[config.mk]
export PLATFORM = sky130hd
export DESIGN_NAME = ascon_absorb
export DESIGN_NICKNAME = d
export VERILOG_FILES = /design/src/rtl/ascon_absorb.sv
export SDC_FILE = /design/constraint.sdc
export NUM_CORES = 1
export LEC_CHECK = 0
export CAP_MARGIN = 20
export CORE_AREA = 4 4 525 527
export CTS_CLUSTER_DIAMETER = 80
export CTS_CLUSTER_SIZE = 20
export DETAILED_ROUTE_END_ITERATION = 8
export DIE_AREA = 0 0 529 531
export GPL_TIMING_DRIVEN = 0
export PLACE_DENSITY_LB_ADDON = 0.25
export SYNTH_ARGS = -nofsm -noshare
export SYNTH_HDL_FRONTEND = slang
export SYNTH_SLANG_ARGS = --single-unit
[constraint.sdc]
create_clock -name clk -period 1.8 [get_ports clk]
set_input_delay 0.18 -clock clk [delete_from_list [all_inputs] [get_ports clk]]
set_output_delay 0.18 -clock clk [all_outputs]
set_load 0.01 [all_outputs]
[src/rtl/ascon_absorb.sv]
// Ascon sponge absorb stage: loads the initial state, XORs padded rate blocks
// into x0 and sequences the round-based permutation core between blocks.
module ascon_absorb #(
    parameter int unsigned ROUNDS = 12
) (
    input  logic         clk,
    input  logic         rst,
    input  logic         init_valid,
    input  logic [319:0] init_state,
    output logic         init_ready,
    input  logic         msg_valid,
    input  logic [63:0]  msg_data,
    input  logic [3:0]   msg_bytes,
    input  logic         msg_last,
    output logic         msg_ready,
    output logic [4:0]   perm_ctr,
    output logic [4:0]   perm_rounds,
    output logic         perm_start,
    output logic [319:0] perm_S,
    input  logic [319:0] perm_out,
    input  logic         perm_done,
    output logic         out_valid,
    output logic [319:0] out_state,
    input  logic         out_ready
);

    localparam logic [4:0]  RND = 5'(ROUNDS);
    localparam logic [63:0] PAD = 64'h8000_0000_0000_0000;

    typedef enum logic [2:0] {IDLE, ABSORB, P_LOAD, P_RUN, P_WAIT, DONE} state_t;

    state_t         state;
    logic [319:0]   st;
    logic [4:0]     ctr;
    logic           pad_pending;
    logic           last;
    logic [63:0]    pb;
    logic [31:0]    nb;

    // Padded block: keep nb leading bytes, 0x80 right after them, zeros beyond.
    always_comb begin
        nb = {28'd0, msg_bytes};
        if (nb > 32'd8) nb = 32'd8;
        pb = '0;
        for (int unsigned i = 0; i < 8; i++) begin
            if (i < nb)
                pb[63-8*i -: 8] = msg_data[63-8*i -: 8];
            else if (i == nb)
                pb[63-8*i -: 8] = 8'h80;
        end
    end

    always_ff @(posedge clk or negedge rst) begin
        if (!rst) begin
            state       <= IDLE;
            st          <= '0;
            ctr         <= '0;
            pad_pending <= 1'b0;
            last        <= 1'b0;
        end else begin
            case (state)
                IDLE: begin
                    if (init_valid) begin
                        st    <= init_state;
                        state <= ABSORB;
                    end
                end
                ABSORB: begin
                    if (msg_valid) begin
                        st[319:256] <= st[319:256] ^ pb;
                        last        <= msg_last;
                        pad_pending <= msg_last && (msg_bytes >= 4'd8);
                        state       <= P_LOAD;
                    end
                end
                P_LOAD: begin
                    ctr   <= 5'd1;
                    state <= P_RUN;
                end
                P_RUN: begin
                    if (ctr == RND) state <= P_WAIT;
                    else            ctr   <= ctr + 5'd1;
                end
                P_WAIT: begin
                    if (perm_done) begin
                        // A full last block still owes a padding-only block.
                        if (pad_pending) begin
                            st          <= {perm_out[319:256] ^ PAD, perm_out[255:0]};
                            pad_pending <= 1'b0;
                            state       <= P_LOAD;
                        end else begin
                            st    <= perm_out;
                            state <= last ? DONE : ABSORB;
                        end
                    end
                end
                DONE: begin
                    if (out_ready) state <= IDLE;
                end
                default: state <= IDLE;
            endcase
        end
    end

    assign init_ready  = (state == IDLE);
    assign msg_ready   = (state == ABSORB);
    assign perm_start  = (state == P_LOAD) || (state == P_RUN);
    assign perm_ctr    = (state == P_RUN) ? ctr : ((state == P_WAIT) ? RND : 5'd0);
    assign perm_rounds = RND;
    assign perm_S      = st;
    assign out_valid   = (state == DONE);
    assign out_state   = (state == DONE) ? st : '0;

endmodule

==> results.json <==
{
  "status": "complete, but fails checks",
  "violations": "negative setup slack",
  "syn_area_um2": 19700,
  "die_w_um": 529,
  "synth_top_area_share": 0.419,
  "fin_area_um2": 45400,
  "synth_cell_types": 61,
  "fin_util": 0.168,
  "cts_num_sinks": 330,
  "synth.most_common_cell": "dfrtp_1",
  "drt_iter0_markers": 1843,
  "final-max-slew-violation-count": 0,
  "syn_avg_cell_area_um2": 9.20,
  "finalHoldViolCount": 0,
  "ir_drop_v": 0.000719,
  "setup_viol": 950,
  "hold_class": "in2reg",
  "antenna_found_initial": 166,
  "avgRoutedWirePerCell_um": 33.6,
  "grt_usage": 0.167,
  "max_freq_mhz": 366,
  "synth_top_area_cell": "dfrtp_1",
  "syn_inst": 2142,
  "rsz0062_at_grt": "yes",
  "crit_type": "reg2out",
  "multi_input_area_um2": 11500,
  "r2r_slack_ns": -0.76,
  "layout.nets": 4472,
  "dieArea_um2": 281000,
  "cp-start-kind": "flip-flop",
  "detailed_place.area_um2": 38000,
  "grt_pass1_wl_um": 304000,
  "gp_congestion": 0.919,
  "ys_top_cells_by_count": "dfrtp_1 (330), and2_1 (312), nand2_1 (288)",
  "layout-drive-gt1-share": 0.292,
  "ys_warn_count": 0,
  "cts_root_buf": "clkbuf_16",
  "worstPathArrival_ns": 2.55,
  "area_growth_pct": 130,
  "vias": 25838,
  "antenna_left": 0,
  "cellLeakagePower_uw": 0.0175,
  "cap_violations": 0,
  "grt_pass1_vias": 25946,
  "tightest_slew_ns": 0.935,
  "die_height_um": 531,
  "ys.flop_type": "dfrtp_1",
  "fp-row-count": 191,
  "cts_made_buffers": 50,
  "fin_crit_ns": 2.73,
  "ios": 1369,
  "clock_latency_ns": 0.72,
  "grt_max_degree": 90,
  "seqCellArea_um2": 8260,
  "hpwl_um": 210000,
  "core_um2": 271000,
  "fillCellCount": 30290,
  "setup_slack_ns": -0.935,
  "cts_tree": "done",
  "drc": 0,
  "async_reset_ff_frac": 1.00,
  "cts_max_level": 2,
  "clock_skew_ns": 0.0606,
  "ctsLongestPathBuffers": 3,
  "start_util": 0.0728,
  "path_clk_slew_ns": 0.07,
  "drt_wl_total_um": 249000,
  "ys_seq_area_frac": 0.419,
  "yosys_register_bits": 330,
  "overflow": 0,
  "via_per_inst": 3.49,
  "synth_edf_count": 0,
  "worstPathMaxFanout": 7,
  "period_share": 1.52,
  "firstDrtPassIters": 6,
  "relSlewSlack": 0.372,
  "pwr_density_cell_nw_per_um2": 1120,
  "crit_path_end_kind": "output pin",
  "io_buffers": 1363,
  "finalSetupTns_ns": -468.30,
  "hold_ws_ns": 0.107,
  "crit_required_ns": 1.62,
  "synthTopCellsByArea": "dfrtp_1 (42%), mux2i_1 (13%), and2_1 (9.9%)"
}
final timing paths:
kind / startpoint / to / depth (start not counted)
setup / recovery: state[1] / out_state[144] / 8
hold / removal: init_state[151] / perm_S[151] / 3
setup reg to reg: state[0] / perm_S[33] / 9
hold reg to reg: perm_S[254] / perm_S[254] / 2
max in group asynchronous: rst / perm_S[139] / 3
min in group asynchronous: rst / perm_S[308] / 2
cell type report:
type	instances	share of cell area
clock buffer	55	0.0287
sequential	330	0.182
tap	3570	0.0985
multi-input combinational	1588	0.254
antenna	39	0.00215
timing repair buffer	1563	0.369
clock inverter	39	0.0125
buffer	204	0.0509
inverter	18	0.00210
kinds of logic (layout without fill, tap and decap cells):
| family | count (synthesis) | count (layout) | synth area share |
|---|---|---|---|
| fa+ha+maj | 2 | 2 | 0.00127 |
| flops | 330 | 330 | 0.419 |
| buf+inv | 227 | 1879 | 0.0614 |
| other cells | 2 | 44 | 0.000381 |
| xor+xnor | 2 | 2 | 0.000889 |
| compound gates | 615 | 615 | 0.194 |
| simple gates | 701 | 701 | 0.189 |
| mux | 263 | 263 | 0.134 |
per-stage QoR:
step	setup WS (ns)	std cells	power, uW
floorplan	0.134	2145	19900
global placement	-18.33	7078	37900
detailed placement	-2.47	7085	38000
CTS	-1.05	7320	51000
global route	-1.07	7383	53400
finish	-0.935	7406	50700
flip-flops by register name, summed over array words and instances, names as in the netlist:
name / count
perm_S: 320
ctr: 5
state: 3
last: 1
pad_pending: 1
where the power goes:
| group | internal [uW] | switching (uW) | total, uW | leakage, uW |
|---|---|---|---|---|
| registers | 10900 | 6020 | 17000 | 0.00412 |
| clock network | 6460 | 5070 | 11500 | 0.000903 |
| logic | 10800 | 11400 | 22200 | 0.0125 |
what timing repair did:
| action | in CTS | in global routing |
|---|---|---|
| setup buffers | 83 | 40 |
| hold endpoints to repair | 117 | 0 |
| hold buffers | 37 | 0 |
| setup endpoints to repair | 978 | 974 |
| pin swaps | 35 | 9 |
| resized for setup | 2060 | 553 |
| gates cloned | 25 | 15 |
worst max-delay path, stage by stage (launching register included):
cell and delay (ns):
dfrtp_2 0.49, nor3_4 0.25, buf_6 0.14, buf_16 0.18, buf_16 0.21, buf_12 0.14
clkbuf_16 0.15, and2_4 0.15, buf_6 0.13
metal layers:
metal  vias to the layer above  GRT usage  wire length, um
met5                         -          0              545
met4                        82     0.0470             8990
met2                      1549      0.292           122000
li1                      10956          -                -
met3                       383     0.0771            27100
met1                     12868      0.180            90600
cells in the final DEF (no fill, tap or decap), types with 7 or more instances in the layout:
cell type,synthesis,layout
o21ai_2,0,22
a21oi_1,61,61
o21ai_1,235,222
o21ai_0,96,87
nor3_1,21,20
clkbuf_16,0,97
o221ai_1,8,8
inv_1,14,14
nand2_1,288,249
o31ai_1,54,54
and2_4,0,284
dfrtp_1,330,328
nor2_1,11,10
diode_2,0,39
o2bb2ai_1,8,8
clkdlybuf4s50_1,0,1033
clkbuf_1,110,55
and4b_1,8,8
buf_4,22,54
clkbuf_2,0,11
bufinv_16,0,7
a22o_1,54,54
a211oi_1,12,12
buf_6,14,334
nand2_4,0,21
buf_1,15,7
buf_16,0,14
a22oi_1,10,10
buf_8,11,54
buf_12,0,59
nor4_4,0,10
and2_1,312,28
mux2i_1,261,256
inv_8,0,7
nor4b_1,28,28
buf_2,37,55
dlygate4sd3_1,0,37
nand2_2,1,18
a221oi_1,50,50
Power figures use the tool's default switching activity.
